[src/rtl/sha256_round_ctrl_if.sv]
// Control bundle between the SHA-256 round controller, the input staging stage,
// the compression datapath and the digest consumer.
interface sha256_round_ctrl_if #(
  parameter int IDX_W = 6,
  parameter int CNT_W = 16
);
  // Block handshake: a block transfers on a rising edge where in_valid && in_ready.
  // Digest handshake: the digest is taken on a rising edge where digest_valid && digest_ready.
  logic             in_valid;
  logic             first_block;
  logic             last_block;
  logic             in_ready;
  logic             abort;
  logic             load_block;
  logic             init_hash;
  logic             round_en;
  logic [IDX_W-1:0] round_idx;
  logic             update_hash;
  logic             digest_valid;
  logic             digest_ready;
  logic             busy;
  logic [CNT_W-1:0] blocks_done;
  logic [2:0]       dbg_state;

  modport master (
    input  in_valid, first_block, last_block, abort, digest_ready,
    output in_ready, load_block, init_hash, round_en, round_idx,
           update_hash, digest_valid, busy, blocks_done, dbg_state
  );

  modport slave (
    output in_valid, first_block, last_block, abort, digest_ready,
    input  in_ready, load_block, init_hash, round_en, round_idx,
           update_hash, digest_valid, busy, blocks_done, dbg_state
  );
endinterface

[src/rtl/sha256_round_ctrl.sv]
// SHA-256 compression sequencer: load, ROUNDS round cycles, hash update, and
// digest hand-off, with multi-block message chaining and synchronous abort.
module sha256_round_ctrl #(
  parameter int ROUNDS = 64,
  parameter int IDX_W  = 6,
  parameter int CNT_W  = 16
) (
  input  logic                clk,
  input  logic                rst_n,
  sha256_round_ctrl_if.master bus
);

  typedef enum logic [2:0] {
    IDLE   = 3'd0,
    LOAD   = 3'd1,
    ROUND  = 3'd2,
    UPDATE = 3'd3,
    DONE   = 3'd4
  } state_t;

  localparam logic [IDX_W-1:0] LAST_IDX = IDX_W'(ROUNDS - 1);

  state_t           state_q;
  state_t           state_d;
  logic [IDX_W-1:0] round_idx_q;
  logic [CNT_W-1:0] blocks_done_q;
  logic             in_msg_q;
  logic             last_q;
  logic             init_q;
  logic             accept;

  // Abort wins over a same-cycle block offer, so ready is withheld while it is high.
  assign accept = (state_q == IDLE) && bus.in_valid && !bus.abort;

  always_comb begin
    state_d = state_q;
    case (state_q)
      IDLE:    if (accept) state_d = LOAD;
      LOAD:    state_d = ROUND;
      ROUND:   if (round_idx_q == LAST_IDX) state_d = UPDATE;
      UPDATE:  state_d = last_q ? DONE : IDLE;
      DONE:    if (bus.digest_ready) state_d = IDLE;
      default: state_d = IDLE;
    endcase
    if (bus.abort) state_d = IDLE;
  end

  always_ff @(posedge clk or negedge rst_n) begin
    if (!rst_n) begin
      state_q       <= IDLE;
      round_idx_q   <= '0;
      blocks_done_q <= '0;
      in_msg_q      <= 1'b0;
      last_q        <= 1'b0;
      init_q        <= 1'b0;
    end else begin
      state_q <= state_d;
      if (bus.abort) begin
        in_msg_q    <= 1'b0;
        round_idx_q <= '0;
      end else begin
        case (state_q)
          IDLE: begin
            if (accept) begin
              last_q <= bus.last_block;
              // Outside a message every block starts from the initial constants.
              init_q <= bus.first_block || !in_msg_q;
            end
          end
          LOAD: begin
            in_msg_q    <= 1'b1;
            round_idx_q <= '0;
          end
          ROUND: begin
            if (round_idx_q == LAST_IDX) round_idx_q <= '0;
            else                         round_idx_q <= round_idx_q + IDX_W'(1);
          end
          UPDATE: begin
            blocks_done_q <= blocks_done_q + CNT_W'(1);
            if (last_q) in_msg_q <= 1'b0;
          end
          default: ;
        endcase
      end
    end
  end

  assign bus.in_ready     = (state_q == IDLE) && !bus.abort;
  assign bus.load_block   = (state_q == LOAD);
  assign bus.init_hash    = (state_q == LOAD) && init_q;
  assign bus.round_en     = (state_q == ROUND);
  assign bus.round_idx    = round_idx_q;
  assign bus.update_hash  = (state_q == UPDATE) && !bus.abort;
  assign bus.digest_valid = (state_q == DONE) && !bus.abort;
  assign bus.busy         = (state_q != IDLE);
  assign bus.blocks_done  = blocks_done_q;
  assign bus.dbg_state    = state_q;

endmodule

[src/flat_wrapper.sv]
// flat-port wrapper written by rule: the top's interface ports become plain ports
module sha256_round_ctrl_flat 
#(
  parameter int ROUNDS = 64,
  parameter int IDX_W  = 6,
  parameter int CNT_W  = 16
)
  (clk, rst_n, bus_in_valid, bus_first_block, bus_last_block, bus_abort, bus_digest_ready, bus_in_ready, bus_load_block, bus_init_hash, bus_round_en, bus_round_idx, bus_update_hash, bus_digest_valid, bus_busy, bus_blocks_done, bus_dbg_state);
  sha256_round_ctrl_if #(.IDX_W(IDX_W), .CNT_W(CNT_W)) bus_i ();
  input  logic clk;
  input  logic rst_n;
  input wire logic [$bits(bus_i.in_valid)-1:0] bus_in_valid;
  input wire logic [$bits(bus_i.first_block)-1:0] bus_first_block;
  input wire logic [$bits(bus_i.last_block)-1:0] bus_last_block;
  input wire logic [$bits(bus_i.abort)-1:0] bus_abort;
  input wire logic [$bits(bus_i.digest_ready)-1:0] bus_digest_ready;
  output wire logic [$bits(bus_i.in_ready)-1:0] bus_in_ready;
  output wire logic [$bits(bus_i.load_block)-1:0] bus_load_block;
  output wire logic [$bits(bus_i.init_hash)-1:0] bus_init_hash;
  output wire logic [$bits(bus_i.round_en)-1:0] bus_round_en;
  output wire logic [$bits(bus_i.round_idx)-1:0] bus_round_idx;
  output wire logic [$bits(bus_i.update_hash)-1:0] bus_update_hash;
  output wire logic [$bits(bus_i.digest_valid)-1:0] bus_digest_valid;
  output wire logic [$bits(bus_i.busy)-1:0] bus_busy;
  output wire logic [$bits(bus_i.blocks_done)-1:0] bus_blocks_done;
  output wire logic [$bits(bus_i.dbg_state)-1:0] bus_dbg_state;
  assign bus_i.in_valid = bus_in_valid;
  assign bus_i.first_block = bus_first_block;
  assign bus_i.last_block = bus_last_block;
  assign bus_i.abort = bus_abort;
  assign bus_i.digest_ready = bus_digest_ready;
  assign bus_in_ready = bus_i.in_ready;
  assign bus_load_block = bus_i.load_block;
  assign bus_init_hash = bus_i.init_hash;
  assign bus_round_en = bus_i.round_en;
  assign bus_round_idx = bus_i.round_idx;
  assign bus_update_hash = bus_i.update_hash;
  assign bus_digest_valid = bus_i.digest_valid;
  assign bus_busy = bus_i.busy;
  assign bus_blocks_done = bus_i.blocks_done;
  assign bus_dbg_state = bus_i.dbg_state;
  sha256_round_ctrl #(.ROUNDS(ROUNDS), .IDX_W(IDX_W), .CNT_W(CNT_W)) u_core (.clk(clk), .rst_n(rst_n), .bus(bus_i));
endmodule
[config.mk]
export PLATFORM = sky130hd
export DESIGN_NAME = sha256_round_ctrl_flat
export DESIGN_NICKNAME = d
export VERILOG_FILES = /design/src/rtl/sha256_round_ctrl_if.sv /design/src/rtl/sha256_round_ctrl.sv /design/src/flat_wrapper.sv
export SDC_FILE = /design/constraint.sdc
export NUM_CORES = 1
export LEC_CHECK = 0
export ABC_AREA = 1
export BUFFER_PORTS_ARGS = -buffer_cell sky130_fd_sc_hd__buf_4
export CELL_PAD_IN_SITES_DETAIL_PLACEMENT = 0
export CELL_PAD_IN_SITES_GLOBAL_PLACEMENT = 1
export CORE_MARGIN = 2
export CORE_UTILIZATION = 35
export CTS_BUF_LIST = sky130_fd_sc_hd__clkbuf_16
export DETAILED_ROUTE_END_ITERATION = 7
export HOLD_SLACK_MARGIN = 0.1
export PLACE_DENSITY = 0.8
export SLEW_MARGIN = 30
export SYNTH_ARGS = -nofsm -noshare
export SYNTH_HDL_FRONTEND = slang
export SYNTH_SLANG_ARGS = --single-unit
[constraint.sdc]
create_clock -name clk -period 2.1 [get_ports clk]
set_input_delay 0.21 -clock clk [delete_from_list [all_inputs] [get_ports clk]]
set_output_delay 0.21 -clock clk [all_outputs]
set_load 0.1 [all_outputs]
==> metrics.md, run 1 <==
| Metric | Value |
|---|---|
| Outcome | `complete, no violations` |
| Layout cells sized above 1 | `26.7%` |
| FF-to-FF Start | `u_core.bus.dbg_state[2]` |
| Root buf cell | `clkbuf_16` |
| Via count | `1,381` |
| Pre-antenna DRT Iters | `4` |
| CP endpoint | `bus_update_hash` |
| R2R Setup Slk | `0.59 ns` |
| WL/cell | `11.7 um` |
| CTS buffer count | `3` |
| Final non-filler cell total | `292` |
| Netlist Area Pre-Place | `1560 um^2` |
| Deepest clock path buffer count | `2` |
| Gr ovfl total | `0` |
| P_leak | `1.02 nW` |
| RSZ-0062 raised after global routing | `false` |
| Setup TNS | `0 ns` |
| FMAX | `555 MHz` |
| Synth top area share | `45.0%` |
| Post-Place Cells | `287` |
| Crit. End Element | `primary output` |
| Initial core utilization | `36.0%` |
| Latest clock arrival within the worst-skew pair | `0.26 ns` |
| Worst setup SP type | `register` |
| Antenna viol nets, final | `0` |
| Std-Cell Rows | `24` |
| Worst min path class | `primary input to register` |
| Initial antenna violation count | `0` |
| Critical setup path kind | `register to primary output` |
| Starting DRT DRC Count | `86` |
| Final Wtd Congestion | `0.761` |
| Worst R2R Path Depth | `5` |
| Crit path DAT | `1.59 ns` |
| CP Cell Sequence | `inv_2 > nand2_4 > nor2_8 > buf_4` |
| Nets@finish | `250` |
| Period utilization | `85.8%` |
| Setup violators final | `0` |
| Final Hold Fails | `0` |
| Die area | `5000 um^2` |
| # Post-CTS Setup Buffers | `0` |
| Vias in the first global route | `1,309` |
| Post-Synthesis Cells | `197` |
| Crit-path slowest cell | `dfrtp_4` |
| Pwr Density | `833 nW/um^2` |
| Fin crit period | `1.80 ns` |
| Slew HR | `74.3%` |
| Number of port buffers | `38` |
| Syn Area/Cell | `7.90 um^2` |
| Area Overhead vs Synth | `31.0%` |
| Vias per cell | `4.73` |
| First-pass GRT wire length | `5840 um` |
| CTS clk-pin slew, worst paths | `0.07 ns` |
| Die height | `70.7 um` |
| Die width | `70.7 um` |
| Area of the core | `4320 um^2` |
| Drt drc | `0` |
| Total I/O pin count | `39` |
| Area leader, netlist | `dfrtp_1` |
| Syn Nets | `206` |
| VDD IR max | `0.000531 V` |
| Largest net degree at the start of global routing | `29` |
| Synth cell types | `28` |
| Clock Sinks | `28` |
| Crit-path max FO | `9` |
| # Max-Cap Violations | `0` |
| Final Max Tran Viols | `0` |
| TritonCTS clock tree | `yes` |
| Post-Route WL | `3430 um` |
| Worst-Margin Slew | `0.385 ns` |
| FF-to-FF End | `u_core.bus.round_idx[1]` |
| Post-DP HPWL | `2580 um` |
| Yosys reg bits | `28` |
| Synth area leaders | `dfrtp_1 45%, nand2_1 13%, inv_1 6.5%` |
| GRT Overall Usage | `14.3%` |
| Hold-fix buffers, CTS | `1` |
| Yosys warns | `0` |
| Clock Skew | `0.00198 ns` |
| Resized Gates After CTS | `0` |
| H-tree depth | `1` |
| N_diodes | `0` |
| Max incr delay on CP | `0.48 ns` |
| Crit path from | `u_core.bus.dbg_state[2]` |
| CP required | `1.89 ns` |
| Sequential element share of the synthesized area | `45.0%` |
-- kinds of logic (layout without fill, tap and decap cells) --
kind of cell	after synthesis	count (layout)	synth area share, %
and+or+nand+nor	109	109	34.7
xor gates and xnor gates	9	9	5.06
adders and majority gates	2	2	1.61
AOI/OAI and AO/OA	17	17	5.87
buffers and inverters	32	75	7.72
DFF	28	28	45.0
-- cell type report --
cell class / count / area (um^2)
tap: 52 / 65.1
multi-input combinational: 137 / 768
clock buffer: 3 / 75.1
inverter: 32 / 120
sequential: 28 / 712
fill: 450 / 2280
clock inverter: 1 / 3.75
timing repair buffer: 39 / 295
-- cells in the mapped netlist --
cell and n:
a21oi_1 3, a22o_1 1, clkinv_1 2, dfrtp_1 28
ha_1 2, inv_1 27, inv_2 3, nand2_1 54
nand2_2 2, nand2_4 1, nand3_1 12, nand3_2 3
nand3_4 1, nand3b_1 1, nand4_1 4, nand4_4 1
nor2_1 22, nor2_2 2, nor2_4 1, nor2_8 1
nor3_1 2, nor3_2 1, nor4_1 1, o211ai_1 1
o21ai_0 10, o21ai_1 2, xnor2_1 3, xor2_1 6
-- worst min-delay path by stage --
stage,from,endpoint,slack (ns),cells after the start
floorplan,rst_n,u_core.bus.blocks_done[0],-0.09,0
global placement,rst_n,u_core.init_q,0.16,1
detailed placement,rst_n,u_core.init_q,0.16,1
CTS,bus_last_block,u_core.last_q,0.16,3
global route,bus_last_block,u_core.last_q,0.18,3
finish,bus_last_block,u_core.last_q,0.16,3
-- layer usage --
layer  vias up  wire [um]  part of all wire [%]  GRT usage (%)
met5         -          0                     0              0
met2        28       1570                    46           22.6
li1        706          -                     -              -
met3         4        122                   3.6           2.42
met1       643       1680                    49           19.9
met4         0         51                   1.5           5.03
-- worst max-delay path, delay by kind of cell, from the launching register on --
kind / cells / cell delay, ns
buf+inv: 2 / 0.54
simple gates: 2 / 0.31
flops: 1 / 0.48
-- flip-flops by register name, summed over array words and instances, names as in the netlist --
name	count
u_core.bus.blocks_done	16
u_core.bus.dbg_state	3
u_core.bus.round_idx	6
u_core.in_msg_q	1
u_core.init_q	1
u_core.last_q	1
-- cells in the final DEF (no fill, tap or decap), drive strengths merged --
master / count
buf: 38
nand3b: 1
nor2: 26
inv: 30
xnor2: 3
nor3: 3
o21ai: 12
clkbuf: 3
dfrtp: 28
xor2: 6
a21oi: 3
nand2: 57
nand4: 5
a22o: 1
clkinv: 3
nand3: 16
o211ai: 1
nor4: 1
dlygate4sd3: 1
ha: 2
-- per-stage QoR --
step / instance area (um^2) / setup WS [ns] / util, % / total power [mW] / hold slack (ns)
final: 2040 / 0.299 / 47.2 / 1.70 / 0.158
after floorplan: 1600 / 0.0255 / - / 1.13 / -0.0856
after detailed placement: 1950 / 0.583 / 45.1 / 1.27 / 0.158
after global placement: 1950 / 0.601 / 45.1 / 1.27 / 0.156
after global routing: 2040 / 0.233 / 47.2 / 1.77 / 0.184
after CTS: 2040 / 0.286 / 47.2 / 1.72 / 0.155
-- power by group --
group	switching (mW)	internal (mW)	leakage, nW
combinational	0.492	0.125	0.614
clock	0.183	0.255	0.0385
sequential	0.0547	0.589	0.366
total	0.730	0.969	1.02
(Power assumes the default switching activity.)
==> inputs of run 2 (changes only) <==
- CTS_CLUSTER_SIZE: unset -> 24
- REMOVE_ABC_BUFFERS: unset -> 1
==> metrics.md, run 2 (synthesis results as in run 1) <==
| Metric | Value |
|---|---|
| WL/cell | `11.3 um (-3.9%)` |
| Vias per cell | `4.65 (-1.7%)` |
| Post-Route WL | `3300 um (-3.9%)` |
| First-pass GRT wire length | `5750 um (-1.4%)` |
| Largest net degree at the start of global routing | `29 (unchanged)` |
| Crit path DAT | `1.50 ns (-0.09 ns)` |
| Design area | `2000 um^2 (-2.1%)` |
| Root buf cell | `clkbuf_16` |
| VDD IR max | `0.000460 V (-13%)` |
| Pre-antenna DRT Iters | `4 (unchanged)` |
| Nets@finish | `250 (unchanged)` |
| Latest clock arrival within the worst-skew pair | `0.26 ns (about the same)` |
| Die height | `70.7 um (unchanged)` |
| Initial antenna violation count | `0 (unchanged)` |
| Largest register FFs | `16 (unchanged)` |
| Area Overhead vs Synth | `28.2%` |
| Final Hold Fails | `0 (unchanged)` |
| N_diodes | `0 (unchanged)` |
| Critical setup path kind | `register to primary output` |
| Final Max Tran Viols | `0 (unchanged)` |
| GRT Overall Usage | `13.8% (-0.52 points)` |
| Clock Sinks | `28 (unchanged)` |
| Pre-CTS WS | `0.683 ns (+0.100 ns)` |
| Fin crit period | `1.71 ns (-0.0883 ns)` |
| Final setup margin | `0.387 ns (+0.0883 ns)` |
| Via count | `1,358 (-1.7%)` |
| Layout cells sized above 1 | `23.8% (-2.9 points)` |
| Final non-filler cell total | `292 (unchanged)` |
| Antenna viol nets, final | `0 (unchanged)` |
| Filler cells | `468 (+4.0%)` |
| Area after DPL | `1910 um^2 (-2.2%)` |
| Resized Gates After CTS | `0 (unchanged)` |
| Deepest clock path buffer count | `2 (unchanged)` |
| Period utilization | `81.6% (-4.2 points)` |
| Total I/O pin count | `39 (unchanged)` |
| Area of the core | `4320 um^2 (unchanged)` |
| Worst min path class | `primary input to register` |
| TritonCTS clock tree | `yes` |
| Crit-path max FO | `7 (-2)` |
| # Max-Cap Violations | `0 (unchanged)` |
| Slew HR | `76.0% (+1.7 points)` |
| Crit. End Element | `primary output` |
| Worst-case hold slack | `0.159 ns (+0.00123 ns)` |
| Commonest non-fill, non-tap cell in the layout | `nand2_1` |
| Post-DP HPWL | `2530 um (-1.8%)` |
| CTS buffer count | `3 (unchanged)` |
| Setup TNS | `0 ns (unchanged)` |
| Gr ovfl total | `0 (unchanged)` |
| Initial core utilization | `36.0% (unchanged)` |
| RSZ-0062 raised after global routing | `false` |
| Final Wtd Congestion | `0.782 (+2.7%)` |
| Post-Place Cells | `287 (unchanged)` |
| Pwr Density | `840 nW/um^2 (+0.89%)` |
| Number of port buffers | `38 (unchanged)` |
| Starting DRT DRC Count | `47 (-45%)` |
| H-tree depth | `1 (unchanged)` |
| CP required | `1.89 ns (about the same)` |
| Worst-Margin Slew | `0.360 ns (-0.0249 ns)` |
| Die area | `5000 um^2 (unchanged)` |
| Std-Cell Rows | `24 (unchanged)` |
| Setup violators final | `0 (unchanged)` |
| P_leak | `1.02 nW (+0.17%)` |
| Worst setup SP type | `register` |
| Die width | `70.7 um (unchanged)` |
| Commonest non-fill, non-tap cells in the layout | `54 x nand2_1, 38 x buf_4, 28 x dfrtp_1, 27 x inv_1, 22 x nor2_1` |
| Vias in the first global route | `1,304 (-0.38%)` |
| CTS clk-pin slew, worst paths | `0.07 ns (about the same)` |
| Clock Skew | `0.00287 ns (+0.000894 ns)` |
| FMAX | `584 MHz (+5.2%)` |
| Drt drc | `0 (unchanged)` |
| Outcome | `complete, no violations` |
run 2: cell types whose count changed in the layout (fill, tap and decap cells not counted):
| cell | before | now |
|---|---|---|
| dfrtp_1 | 25 | 28 |
| dfrtp_4 | 3 | 0 |
| nand2_1 | 53 | 54 |
| nand2_4 | 2 | 1 |
| nor2_1 | 20 | 22 |
| nor2_2 | 3 | 2 |
| nor2_4 | 2 | 1 |
| nor4_1 | 0 | 1 |
| nor4_4 | 1 | 0 |
run 2: worst max-delay path, cell delays in order, from the launching register on:
cell and delay (ns):
dfrtp_1 0.49, nor2_1 0.18, nand2_1 0.11, nor2_1 0.14
buf_4 0.31
run 2: final cells by class:
type | instances | area [um^2] | share of cell area, %
Clock buffer | 3 | 75.1 | 3.76
Multi-Input combinational cell | 137 | 736 | 36.9
Sequential cell | 28 | 701 | 35.1
Clock inverter | 1 | 3.75 | 0.188
Tap cell | 52 | 65.1 | 3.26
Inverter | 32 | 120 | 6.02
Timing Repair Buffer | 39 | 295 | 14.8
run 2: path summary, 6_finish.rpt:
| kind | end | slack (ns) | cells after the start | from |
|---|---|---|---|---|
| worst max-delay path | bus_in_ready | 0.39 | 4 | u_core.bus.dbg_state[1] |
| worst min-delay path | u_core.last_q | 0.16 | 3 | bus_last_block |
| worst max register to register | u_core.bus.round_idx[1] | 0.71 | 5 | u_core.bus.dbg_state[2] |
| worst min register to register | u_core.bus.blocks_done[6] | 0.52 | 1 | u_core.bus.blocks_done[6] |
| max in group asynchronous | u_core.bus.blocks_done[11] | 1.44 | 2 | rst_n |
| min in group asynchronous | u_core.bus.round_idx[5] | 0.39 | 2 | rst_n |
run 2: metal layers:
| layer | vias to the layer above | share of wire, % | GRT usage (%) |
|---|---|---|---|
| met1 | 617 | 47 | 18.7 |
| met5 | - | 0 | 0 |
| met2 | 31 | 47 | 23.1 |
| met4 | 0 | 0.46 | 2.52 |
| li1 | 708 | - | - |
| met3 | 2 | 4.9 | 2.99 |
run 2: metrics by stage:
stage / util [%] / power, mW
floorplan: - / 1.12
global placement: 44.1 / 1.25
detailed placement: 44.1 / 1.25
CTS: 46.2 / 1.69
global route: 46.2 / 1.76
finish: 46.2 / 1.68
run 2: report_power, final:
group          internal [mW]  leakage, nW  total (mW)  switching, mW
sequential             0.585        0.371       0.637         0.0522
clock                  0.255       0.0385       0.437          0.181
combinational          0.120        0.611       0.603          0.483
total                  0.961         1.02        1.68          0.717
run 2: repair_timing:
action                    4_1_cts  5_1_grt
hold buffers                    1        0
hold endpoints to repair       28        0
buffers inserted                0        0
